<file path="src/rtl/alu_pkg.sv">
// Shared definitions for the sequential ALU: opcodes, FSM states and flag layout.
// Flags are packed {N,Z,C,V}; the bit positions are fixed here so every user agrees.
package alu_pkg;

    localparam logic [3:0] OP_MOV = 4'b0001;
    localparam logic [3:0] OP_ADD = 4'b0010;
    localparam logic [3:0] OP_ADC = 4'b0011;
    localparam logic [3:0] OP_SUB = 4'b0100;
    localparam logic [3:0] OP_SBC = 4'b0101;
    localparam logic [3:0] OP_AND = 4'b0110;
    localparam logic [3:0] OP_ORR = 4'b0111;
    localparam logic [3:0] OP_EOR = 4'b1000;
    localparam logic [3:0] OP_MVN = 4'b1001;
    localparam logic [3:0] OP_MUL = 4'b1010;
    localparam logic [3:0] OP_LSL = 4'b1011;
    localparam logic [3:0] OP_LSR = 4'b1100;
    localparam logic [3:0] OP_ASR = 4'b1101;

    localparam int FLAG_N = 3;
    localparam int FLAG_Z = 2;
    localparam int FLAG_C = 1;
    localparam int FLAG_V = 0;

    typedef enum logic [1:0] {
        ST_IDLE    = 2'b00,
        ST_MUL_RUN = 2'b01,
        ST_HOLD    = 2'b10
    } alu_state_e;

    function automatic logic [3:0] make_flags(input logic n, input logic z,
                                              input logic c, input logic v);
        logic [3:0] f;
        f         = 4'b0000;
        f[FLAG_N] = n;
        f[FLAG_Z] = z;
        f[FLAG_C] = c;
        f[FLAG_V] = v;
        return f;
    endfunction

endpackage

</file>
<file path="src/rtl/alu_mul_iter.sv">
// Iterative shift-add multiplier: one multiplier bit per clock, WIDTH iterations.
// done pulses combinationally during the final iteration; product then shows the finished value.
module alu_mul_iter #(
    parameter int WIDTH = 32
) (
    input  logic             clk,
    input  logic             rst_n,
    input  logic             start,
    input  logic [WIDTH-1:0] op_a,
    input  logic [WIDTH-1:0] op_b,
    output logic             done,
    output logic [WIDTH-1:0] product
);
    localparam int CNT_W = (WIDTH > 1) ? $clog2(WIDTH) : 1;

    logic             busy_r;
    logic [CNT_W-1:0] cnt_r;
    logic [WIDTH-1:0] acc_r;
    logic [WIDTH-1:0] mcand_r;
    logic [WIDTH-1:0] mplier_r;
    logic [WIDTH-1:0] partial_s;
    logic [WIDTH-1:0] acc_nx_s;
    logic             last_s;

    // Partial product for the current multiplier bit and the end-of-run detect.
    always_comb begin
        partial_s = {WIDTH{1'b0}};
        if (mplier_r[0]) begin
            partial_s = mcand_r;
        end else begin
            partial_s = {WIDTH{1'b0}};
        end
        acc_nx_s = acc_r + partial_s;
        last_s   = busy_r && (cnt_r == CNT_W'(WIDTH - 1));
    end

    assign done    = last_s;
    assign product = acc_nx_s;

    // Operand load on start, then one shift-add step per cycle while busy.
    always_ff @(posedge clk or negedge rst_n) begin
        if (!rst_n) begin
            busy_r   <= 1'b0;
            cnt_r    <= {CNT_W{1'b0}};
            acc_r    <= {WIDTH{1'b0}};
            mcand_r  <= {WIDTH{1'b0}};
            mplier_r <= {WIDTH{1'b0}};
        end else if (start) begin
            busy_r   <= 1'b1;
            cnt_r    <= {CNT_W{1'b0}};
            acc_r    <= {WIDTH{1'b0}};
            mcand_r  <= op_a;
            mplier_r <= op_b;
        end else if (busy_r) begin
            acc_r    <= acc_nx_s;
            mcand_r  <= {mcand_r[WIDTH-2:0], 1'b0};
            mplier_r <= {1'b0, mplier_r[WIDTH-1:1]};
            cnt_r    <= cnt_r + CNT_W'(1);
            busy_r   <= !last_s;
        end else begin
            busy_r   <= busy_r;
        end
    end

endmodule

</file>
<file path="src/rtl/seq_alu.sv">
// Sequential ALU with valid/ready handshakes, a registered status register and an
// iterative multiplier; single-cycle ops complete on acceptance, MUL takes WIDTH cycles more.
module seq_alu
    import alu_pkg::*;
#(
    parameter int WIDTH   = 32,
    parameter int SHAMT_W = $clog2(WIDTH)
) (
    input  logic             clk,
    input  logic             rst_n,
    input  logic             in_valid,
    output logic             in_ready,
    input  logic [WIDTH-1:0] src_a,
    input  logic [WIDTH-1:0] src_b,
    input  logic [3:0]       alu_op,
    input  logic             c_in,
    input  logic             s_bit,
    output logic             out_valid,
    input  logic             out_ready,
    output logic [WIDTH-1:0] result,
    output logic [3:0]       flags,
    output logic [3:0]       status
);

    alu_state_e       state_r;
    alu_state_e       state_nx_s;
    logic             in_ready_r;
    logic             out_valid_r;
    logic [WIDTH-1:0] result_r;
    logic [3:0]       flags_r;
    logic [3:0]       status_r;
    logic             sbit_r;
    logic [1:0]       mul_cv_r;

    logic             accept_s;
    logic             handoff_s;
    logic             is_mul_s;
    logic             mul_done_s;
    logic [WIDTH-1:0] mul_product_s;
    logic [3:0]       mul_flags_s;

    logic [SHAMT_W-1:0] amt_s;
    logic               add_cin_s;
    logic               sub_bin_s;
    logic [WIDTH:0]     sum_s;
    logic [WIDTH:0]     diff_s;
    logic [WIDTH:0]     shl_s;
    logic [WIDTH:0]     shr_s;
    logic signed [WIDTH:0] sar_in_s;
    logic [WIDTH:0]     sar_s;
    logic [WIDTH-1:0]   alu_res_s;
    logic               alu_c_s;
    logic               alu_v_s;
    logic [3:0]         alu_flags_s;

    assign accept_s  = in_valid && in_ready_r && (state_r == ST_IDLE);
    assign handoff_s = out_valid_r && out_ready && (state_r == ST_HOLD);
    assign is_mul_s  = (alu_op == OP_MUL);

    alu_mul_iter #(
        .WIDTH (WIDTH)
    ) u_mul (
        .clk     (clk),
        .rst_n   (rst_n),
        .start   (accept_s && is_mul_s),
        .op_a    (src_a),
        .op_b    (src_b),
        .done    (mul_done_s),
        .product (mul_product_s)
    );

    // Carry/borrow selection and the wide arithmetic/shift intermediates.
    always_comb begin
        amt_s     = src_b[SHAMT_W-1:0];
        add_cin_s = 1'b0;
        sub_bin_s = 1'b0;
        if (alu_op == OP_ADC) begin
            add_cin_s = c_in;
        end else begin
            add_cin_s = 1'b0;
        end
        if (alu_op == OP_SBC) begin
            sub_bin_s = !c_in;
        end else begin
            sub_bin_s = 1'b0;
        end
        sum_s    = {1'b0, src_a} + {1'b0, src_b} + {{WIDTH{1'b0}}, add_cin_s};
        diff_s   = {1'b0, src_a} - {1'b0, src_b} - {{WIDTH{1'b0}}, sub_bin_s};
        // An extra bit below/above the operand catches the last bit shifted out.
        shl_s    = {1'b0, src_a} << amt_s;
        shr_s    = {src_a, 1'b0} >> amt_s;
        sar_in_s = {src_a, 1'b0};
        sar_s    = sar_in_s >>> amt_s;
    end

    // Single-cycle result and flag selection by opcode.
    always_comb begin
        alu_res_s = {WIDTH{1'b0}};
        alu_c_s   = 1'b0;
        alu_v_s   = 1'b0;
        case (alu_op)
            OP_MOV: alu_res_s = src_b;
            OP_MVN: alu_res_s = ~src_b;
            OP_ADD, OP_ADC: begin
                alu_res_s = sum_s[WIDTH-1:0];
                alu_c_s   = sum_s[WIDTH];
                alu_v_s   = (src_a[WIDTH-1] == src_b[WIDTH-1]) &&
                            (sum_s[WIDTH-1] != src_a[WIDTH-1]);
            end
            OP_SUB, OP_SBC: begin
                alu_res_s = diff_s[WIDTH-1:0];
                alu_c_s   = !diff_s[WIDTH];
                alu_v_s   = (src_a[WIDTH-1] != src_b[WIDTH-1]) &&
                            (diff_s[WIDTH-1] != src_a[WIDTH-1]);
            end
            OP_AND: alu_res_s = src_a & src_b;
            OP_ORR: alu_res_s = src_a | src_b;
            OP_EOR: alu_res_s = src_a ^ src_b;
            OP_LSL: begin
                alu_res_s = shl_s[WIDTH-1:0];
                alu_c_s   = shl_s[WIDTH];
            end
            OP_LSR: begin
                alu_res_s = shr_s[WIDTH:1];
                alu_c_s   = shr_s[0];
            end
            OP_ASR: begin
                alu_res_s = sar_s[WIDTH:1];
                alu_c_s   = sar_s[0];
            end
            OP_MUL: alu_res_s = {WIDTH{1'b0}};
            default: begin
                alu_res_s = {WIDTH{1'b0}};
                alu_c_s   = 1'b0;
                alu_v_s   = 1'b0;
            end
        endcase
        alu_flags_s = make_flags(alu_res_s[WIDTH-1], (alu_res_s == {WIDTH{1'b0}}),
                                 alu_c_s, alu_v_s);
        mul_flags_s = make_flags(mul_product_s[WIDTH-1],
                                 (mul_product_s == {WIDTH{1'b0}}),
                                 mul_cv_r[1], mul_cv_r[0]);
    end

    // FSM next-state decode.
    always_comb begin
        state_nx_s = state_r;
        case (state_r)
            ST_IDLE: begin
                if (accept_s) begin
                    if (is_mul_s) begin
                        state_nx_s = ST_MUL_RUN;
                    end else begin
                        state_nx_s = ST_HOLD;
                    end
                end else begin
                    state_nx_s = ST_IDLE;
                end
            end
            ST_MUL_RUN: begin
                if (mul_done_s) begin
                    state_nx_s = ST_HOLD;
                end else begin
                    state_nx_s = ST_MUL_RUN;
                end
            end
            ST_HOLD: begin
                if (out_ready) begin
                    state_nx_s = ST_IDLE;
                end else begin
                    state_nx_s = ST_HOLD;
                end
            end
            default: state_nx_s = ST_IDLE;
        endcase
    end

    // State register; handshake outputs are registered copies of the next state decode.
    always_ff @(posedge clk or negedge rst_n) begin
        if (!rst_n) begin
            state_r     <= ST_IDLE;
            in_ready_r  <= 1'b0;
            out_valid_r <= 1'b0;
        end else begin
            state_r     <= state_nx_s;
            in_ready_r  <= (state_nx_s == ST_IDLE);
            out_valid_r <= (state_nx_s == ST_HOLD);
        end
    end

    // Operation capture and result/flag registers, held stable throughout HOLD.
    always_ff @(posedge clk or negedge rst_n) begin
        if (!rst_n) begin
            result_r <= {WIDTH{1'b0}};
            flags_r  <= 4'b0000;
            sbit_r   <= 1'b0;
            mul_cv_r <= 2'b00;
        end else if (accept_s) begin
            sbit_r   <= s_bit;
            mul_cv_r <= {status_r[FLAG_C], status_r[FLAG_V]};
            if (!is_mul_s) begin
                result_r <= alu_res_s;
                flags_r  <= alu_flags_s;
            end else begin
                result_r <= result_r;
                flags_r  <= flags_r;
            end
        end else if ((state_r == ST_MUL_RUN) && mul_done_s) begin
            result_r <= mul_product_s;
            flags_r  <= mul_flags_s;
        end else begin
            result_r <= result_r;
            flags_r  <= flags_r;
        end
    end

    // Status register commits only when a flag-setting result is handed off.
    always_ff @(posedge clk or negedge rst_n) begin
        if (!rst_n) begin
            status_r <= 4'b0000;
        end else if (handoff_s && sbit_r) begin
            status_r <= flags_r;
        end else begin
            status_r <= status_r;
        end
    end

    assign in_ready  = in_ready_r;
    assign out_valid = out_valid_r;
    assign result    = result_r;
    assign flags     = flags_r;
    assign status    = status_r;

endmodule

</file>
<file path="config.mk">
export PLATFORM = sky130hd
export DESIGN_NAME = seq_alu
export DESIGN_NICKNAME = d
export VERILOG_FILES = /design/src/rtl/alu_pkg.sv /design/src/rtl/alu_mul_iter.sv /design/src/rtl/seq_alu.sv
export SDC_FILE = /design/constraint.sdc
export NUM_CORES = 1
export LEC_CHECK = 0
export ABC_AREA = 0
export ABC_CLOCK_PERIOD_IN_PS = 10000
export CAP_MARGIN = 40
export CELL_PAD_IN_SITES_DETAIL_PLACEMENT = 0
export CELL_PAD_IN_SITES_GLOBAL_PLACEMENT = 1
export CORE_UTILIZATION = 50
export CTS_CLUSTER_DIAMETER = 120
export CTS_CLUSTER_SIZE = 14
export DETAILED_ROUTE_END_ITERATION = 8
export PLACE_DENSITY_LB_ADDON = 0.1
export SETUP_SLACK_MARGIN = 0.15
export SKIP_CTS_REPAIR_TIMING = 1
export SYNTH_ARGS = -nofsm -noshare
export SYNTH_HDL_FRONTEND = slang
export SYNTH_HIERARCHICAL = 1
export SYNTH_SLANG_ARGS = --single-unit
export TNS_END_PERCENT = 20
</file>
<file path="constraint.sdc">
create_clock -name clk -period 10 [get_ports clk]
set_clock_uncertainty 0.1 [all_clocks]
set_input_delay 1 -clock clk [delete_from_list [all_inputs] [get_ports clk]]
set_output_delay 1 -clock clk [all_outputs]
set_load 0.02 [all_outputs]
</file>
==> results of run 1 <==
## placed cells by master (no fill, tap or decap), types with 18 or more instances in the layout
cell type	synthesis	routed
and3_1	19	19
a21o_1	39	39
and2_1	52	51
mux4_2	35	35
mux2_2	37	37
inv_1	120	120
o22ai_1	25	25
nand3_1	58	58
xor2_1	33	33
nor3_1	62	61
nand2_1	280	280
xnor2_1	37	37
a31oi_1	21	21
mux2i_1	143	143
a22oi_1	25	25
nor2b_1	21	21
a21oi_1	158	158
a211oi_1	46	46
ha_1	160	160
nor2_1	200	198
o21ai_0	191	191
buf_4	6	45
nor4_1	18	18
nand4_1	34	34
o211ai_1	22	22
clkdlybuf4s50_1	0	108
nand2b_1	29	29
dfrtp_1	148	147
## critical path, cell delays in order
cell	delay, ns
clkdlybuf4s50_1	0.46
buf_4	0.33
nand2b_1	0.14
nor3_1	0.24
fa_1	0.49
ha_1	0.23
nor2_1	0.15
fa_1	0.22
nand2b_1	0.15
a2111oi_2	0.50
o2111ai_1	0.31
nand3_1	0.16
xnor2_1	0.10
a221o_1	0.40
or4_1	0.50
or4_1	0.58
nor4_1	0.32
nand4b_1	0.20
o21ai_1	0.18
## layout make-up
| class | instances | area share [%] |
|---|---|---|
| Clock inverter | 13 | 0.667 |
| Sequential cell | 148 | 17.2 |
| Inverter | 122 | 2.12 |
| Timing Repair Buffer | 166 | 7.25 |
| Multi-Input combinational cell | 2066 | 67.7 |
| Tap cell | 511 | 2.96 |
| Clock buffer | 19 | 2.05 |
| Antenna cell | 1 | 0.0116 |
## cells by family (layout without fill, tap and decap cells)
group	after synthesis	after routing	share of synthesized area (%)
AOI/OAI and AO/OA	748	748	25.4
xor gates and xnor gates	70	70	3.15
adders and majority gates	165	165	10.8
buffers and inverters	301	320	6.31
DFF	148	148	19.0
muxes	217	217	13.7
other	0	1	0
and+or+nand+nor	866	866	21.7
## power by group through the flow
stage	sequential (mW)	combinational (mW)	clock, mW
4_1_cts	1.11	3.44	0.699
2_1_floorplan	1.09	2.27	0
3_5_place_dp	1.12	3.42	0
6_report	1.12	3.54	0.691
5_1_grt	1.15	3.80	0.722
3_3_place_gp	1.11	3.36	0
## state kept, by name, summed over array words and instances, names as in the netlist
register	flops
result	32
flags	3
out_valid	1
status	4
state_r	2
u_mul/mplier_r	32
mul_cv_r	2
u_mul/cnt_r	5
u_mul/mcand_r	32
in_ready	1
u_mul/busy_r	1
sbit_r	1
u_mul/acc_r	32
## final timing paths
kind / from / endpoint / slack (ns) / cells past startpoint
max in group asynchronous: rst_n / u_mul/mplier_r[12] / 8.23 / 3
setup / recovery: alu_op[2] / flags[2] / 3.68 / 19
hold / removal: sbit_r / sbit_r / 0.38 / 2
setup reg to reg: u_mul/mplier_r[0] / flags[2] / 5.30 / 16
min in group asynchronous: rst_n / u_mul/acc_r[5] / 0.46 / 1
hold reg to reg: sbit_r / sbit_r / 0.38 / 2
## through the flow
| stage | hold slack (ns) | setup slack [ns] | instances | util, % | power, mW |
|---|---|---|---|---|---|
| final | 0.376 | 3.68 | 3046 | 56.7 | 5.36 |
| after global routing | 0.403 | 3.23 | 3045 | 56.7 | 5.67 |
| after CTS | 0.378 | 3.77 | 3045 | 56.7 | 5.25 |
| after detailed placement | 0.363 | 3.24 | 3013 | 55.2 | 4.54 |
| after global placement | 0.361 | 3.32 | 3004 | 54.8 | 4.47 |
| after floorplan | 0.327 | 3.87 | 2515 | - | 3.36 |
## per-layer routing
| layer | vias up | GRT usage (%) | share of wire (%) |
|---|---|---|---|
| li1 | 9275 | - | - |
| met1 | 9917 | 55.6 | 39 |
| met2 | 1370 | 67.1 | 43 |
| met3 | 337 | 10.4 | 10 |
| met4 | 2 | 29.4 | 7.5 |
| met5 | - | 0 | 0.0081 |
==> results.md, run 1 <==
- Total track usage: around 44%
- Die ar.: approximately 0.040 mm2
- Area Overhead vs Synth: 10.6%
- Synth Net Count: approximately 2800
- GRT overflow: 0
- Clk Tree Root Cell: clkbuf_16
- Post-DP Area: 0.0210 mm2
- Asr flop ratio synth: between 90% and 100%
- Kind of critical path: primary input to flop
- Setup tns final: 0 ns
- CTS Buf Count: 17
- Die Width: 199 um
- Final ANT Viol Nets: 0
- Clk sinks: around 150
- Status: completed
- Synth Instances: approximately 2500
- Vias in the first global route: between 15000 and 20000
- CTS tree: built
- Max Fclk: ~160 MHz
- Multi-input combinational cell area: approximately 0.015 mm2
- Final min period: 6.32 ns
- Drt pass-1 iters: 6
- Design Area, Final: between 0.02 and 0.025 mm2
- Final count of hold timing violations: 0
- Via count: between 20000 and 25000
- Cell Area, Synth: 0.0195 mm2
- Worst-path clk slew: approximately 0.1 ns
- Iter 0 DRT Violations: around 2600
- Final setup vio count: 0
- Routed wire per std cell: around 28 um
- WP data arrival: ~6.7 ns
- Seq cells post-synth: 148
- Rows: 71
- Fin crit share: a little over three fifths
- Placer Congestion: 1.09
- Sw Pwr: 2.82 mW
- Net Sw Frac: between 50 and 60%
- First-pass GRT wire length: 128000 um
- Slew margin rel.: a little under a third
- Clock power share: 12.9%
- Worst-Margin Slew: 1.02 ns
- Max-cap check violation count: 0
- Top-count cell post-synth: nand2_1
- Area leader, netlist: dfrtp_1
- I/O Buffers: 115
- Hold WC Path Type: flop to flop
- Largest fanout on the critical path: 38
- Post-synth EDFFs: 0
- Initial antenna violation count: 3
- Largest cells by area after synthesis: dfrtp_1 (19%), ha_1 (10%), mux2i_1 (7.3%)
- Ys flop type: dfrtp_1
- Yosys cell types: 108
- CORE AREA: about 0.038 mm2
- Req. time, crit path: around 10 ns
- Synth top cells by count: nand2_1 (280), nor2_1 (200), o21ai_0 (191)
- Latest clock arrival within the worst-skew pair: ~0.5 ns
- Post-DP HPWL: 65400 um
- Yosys top cell area share: between 10% and 20%
- PD cells: about 250 mW/mm2
- # nets final: around 2800
- Share of cells above drive strength 1: approximately 8.2%
- Comb pwr share: between 60% and 70%
- Htree depth: 4
- Power share of the sequential group: 20.9%
- Final Slew Violations: 0
- Post-synthesis area per instance: roughly 7.8 um2
- WL final: about 86000 um
- Yosys warns: 6
- # DRC: 0
- Pint: roughly 2.5 mW
- Filler Cell Count: roughly 3600
- Vias/cell: 6.86
- RSZ-0062 raised after global routing: no
- Maximum VDD drop: 0.122 mV
- Starting Density: approximately half
- Seq/Total Area, Yosys: about a fifth
- IO Count: about 120
- Leakage power: approximately 9.2 nW
- Largest net degree at the start of global routing: 87
- Critical path startpoint category: primary input
- CP Capture Type: flop
- Clock tree buffer depth: 2
- Die height: around 200 um
- FF/Latch Area: roughly 0.0037 mm2
Power figures use the tool's default switching activity.
==> run 2: changes to the inputs <==
--- a/config.mk
+++ b/config.mk
@@ -6,11 +6,11 @@
 export NUM_CORES = 1
 export LEC_CHECK = 0
 export ABC_AREA = 0
-export ABC_CLOCK_PERIOD_IN_PS = 10000
+export ABC_CLOCK_PERIOD_IN_PS = 5450
 export CAP_MARGIN = 40
 export CELL_PAD_IN_SITES_DETAIL_PLACEMENT = 0
 export CELL_PAD_IN_SITES_GLOBAL_PLACEMENT = 1
-export CORE_UTILIZATION = 50
+export CORE_UTILIZATION = 42
 export CTS_CLUSTER_DIAMETER = 120
 export CTS_CLUSTER_SIZE = 14
 export DETAILED_ROUTE_END_ITERATION = 8
==> constraint.sdc (replaced) <==
create_clock -name clk -period 5.45 [get_ports clk]
set_clock_uncertainty 0.1 [all_clocks]
set_input_delay 0.545 -clock clk [delete_from_list [all_inputs] [get_ports clk]]
set_output_delay 0.545 -clock clk [all_outputs]
set_load 0.02 [all_outputs]
==> results.md, run 2 (synthesis gave the netlist of run 1 again) <==
- Status: completed (unchanged)
- GRT overflow: 0 (unchanged)
- CP Capture Type: flop (unchanged)
- Crit-path max cell delay: 0.61 ns (was 0.58 ns)
- Clk sinks: 148 (unchanged)
- Sw Pwr: 5.20 mW (was 2.82 mW)
- Placed Instances: 3228 (was 3013)
- Antenna diodes: 0 (was 1)
- Critical path buffers and inverters: 2 (unchanged)
- Rows: 78 (was 71)
- Drt pass-1 iters: 5 (was 6)
- Clock power share: 13.0% (was 12.9%)
- Power share of the sequential group: 19.7% (was 20.9%)
- Worst-Margin Slew: 0.877 ns (was 1.02 ns)
- Largest net degree at the start of global routing: 98 (was 87)
- Max Fclk: about 200 MHz
- Kind of critical path: primary input to flop (unchanged)
- Cell Chain, Critical Path: clkdlybuf4s50_1 -> nand2b_1 -> nor3_2 -> fa_1 -> inv_1 -> ha_1 -> nor2_1 -> fa_1 -> nand2b_1 -> a2111oi_4 -> o2111ai_1 -> nand3_1 -> xnor2_1 -> a221o_1 -> or4_1 -> or4_1 -> nor4_2 -> nand4b_1 -> o21ai_1 (was clkdlybuf4s50_1 -> buf_4 -> nand2b_1 -> nor3_1 -> fa_1 -> ha_1 -> nor2_1 -> fa_1 -> nand2b_1 -> a2111oi_2 -> o2111ai_1 -> nand3_1 -> xnor2_1 -> a221o_1 -> or4_1 -> or4_1 -> nor4_1 -> nand4b_1 -> o21ai_1)
- Die Width: 217 um (was 199 um)
- Vias/cell: 6.45 (was 6.86)
- Die ar.: 0.0473 mm2 (was 0.0398 mm2)
- Final count of hold timing violations: 0 (unchanged)
- Total track usage: 38.9% (was 44.1%)
- Post-DP Area: 0.0220 mm2 (was 0.0210 mm2)
- PD cells: 440 mW/mm2 (was 248 mW/mm2)
- Starting Density: 42.8% (was 51.3%)
- Design Area, Final: 0.0227 mm2 (was 0.0216 mm2)
- Net Sw Frac: 52.0% (was 52.6%)
- Latest clock arrival within the worst-skew pair: 0.49 ns (was 0.50 ns)
- Worst-path cell with the longest stage delay: or4_1 (unchanged)
- Critical path startpoint category: primary input (unchanged)
- Htree depth: 4 (unchanged)
- CTS tree: built (unchanged)
- Leakage power: 9.80 nW (was 9.17 nW)
- Req. time, crit path: 5.77 ns (was 10.33 ns)
- IO Count: 116 (unchanged)
- CORE AREA: 0.0456 mm2 (was 0.0380 mm2)
- Largest fanout on the critical path: 3 (was 38)
- Via count: 21000 (was 20900)
- Most frequent cells in the layout: nand2_1 (280), nor2_1 (198), o21ai_0 (191) (unchanged)
- Vias in the first global route: 20600 (was 19900)
- # DRC: 0 (unchanged)
- I/O Buffers: 115 (unchanged)
- Final setup vio count: 0 (unchanged)
- Die height: 217 um (was 199 um)
- Most common cell after layout, fill and taps aside: nand2_1 (unchanged)
- Placer Congestion: 1.04 (was 1.09)
- Worst-path clk slew: 0.08 ns (was 0.10 ns)
- CTS Buf Count: 17 (unchanged)
- Initial antenna violation count: 4 (was 3)
- First-pass GRT wire length: 136000 um (was 128000 um)
- Max-cap check violation count: 0 (unchanged)
- Slew margin rel.: 41.5% (was 31.5%)
- Final min period: between 5 and 6 ns
- Final std cells w/o fill: 3261 (was 3046)
- Maximum VDD drop: 0.972 mV (was 0.122 mV)
- Fin crit share: about 93%
- Pint: 4.79 mW (was 2.54 mW)
- Share of cells above drive strength 1: 12.9% (was 8.25%)
- WHS: 0.378 ns (was 0.376 ns)
- Hold WC Path Type: flop to flop (unchanged)
- # nets final: 2887 (was 2760)
- Filler Cell Count: 4497 (was 3645)
- Clk Tree Root Cell: clkbuf_16 (unchanged)
- Final Slew Violations: 0 (unchanged)
- Post-DP HPWL: 72700 um (was 65400 um)
- Clock tree buffer depth: 2 (unchanged)
- Final worst slack: 0.395 ns (was 3.68 ns)
- Final ANT Viol Nets: 0 (unchanged)
- Comb pwr share: 67.3% (was 66.2%)
- WL final: 92000 um (was 86400 um)
- WP data arrival: 5.38 ns (was 6.65 ns)
- RSZ-0062 raised after global routing: no (unchanged)
- Iter 0 DRT Violations: 2431 (was 2563)
- Pwr Total: 9.98 mW (was 5.36 mW)
- Area Overhead vs Synth: 16.5% (was 10.6%)
- Setup WS pre-CTS: -0.374 ns (was 3.24 ns)
- CP top delay family: simple AND/OR/NAND/NOR gates (unchanged)
- Routed wire per std cell: 28.2 um (was 28.4 um)
==> run 2: area by class of cell <==
class	instances	area (um2)	share of cell area (%)
well taps	600	751	3.31
repair buffers	293	2510	11.1
clock inverters	15	205	0.904
inverters	122	458	2.02
flip-flops and latches	148	3710	16.3
clock buffers	17	425	1.87
multi-input cells	2066	14600	64.5
==> run 2: tightest hold or removal path, cell delays in order (launching register included) <==
cell and delay, ns:
dfrtp_1 0.32, nand2_1 0.07, nand2_1 0.06
==> run 2: worst paths after layout <==
path                                    from              end  slack, ns  cells after the start
min reg2reg                      mul_cv_r[0]      mul_cv_r[0]       0.38                      2
min in group asynchronous              rst_n   u_mul/acc_r[7]       0.45                      2
max in group asynchronous              rst_n  u_mul/acc_r[26]       3.68                      3
max reg2reg                u_mul/mplier_r[0]         flags[2]       0.56                     16
min                              mul_cv_r[0]      mul_cv_r[0]       0.38                      2
max                                alu_op[1]         flags[2]       0.39                     19
==> run 2: power groups by stage <==
stage	clock network (mW)	logic, mW	registers [mW]
after global placement	0	6.53	1.97
after CTS	1.32	6.62	1.97
after global routing	1.36	7.20	2.02
after floorplan	0	4.17	2.00
after detailed placement	0	6.59	1.98
final	1.29	6.72	1.97
==> run 2: stage by stage <==
stage / util, % / setup TNS [ns]
floorplan: - / 0
global placement: 48.3 / -0.312
detailed placement: 48.3 / -0.374
CTS: 49.7 / 0
global route: 49.8 / 0
finish: 49.8 / 0
==> run 2: layer usage <==
| layer | vias to the layer above | routed length [um] | global-route usage (%) |
|---|---|---|---|
| li1 | 9532 | - | - |
| met1 | 10300 | 37700 | 48.8 |
| met2 | 951 | 43000 | 63.3 |
| met3 | 258 | 6390 | 7.14 |
| met4 | 6 | 4880 | 20.3 |
| met5 | - | 38 | 0 |
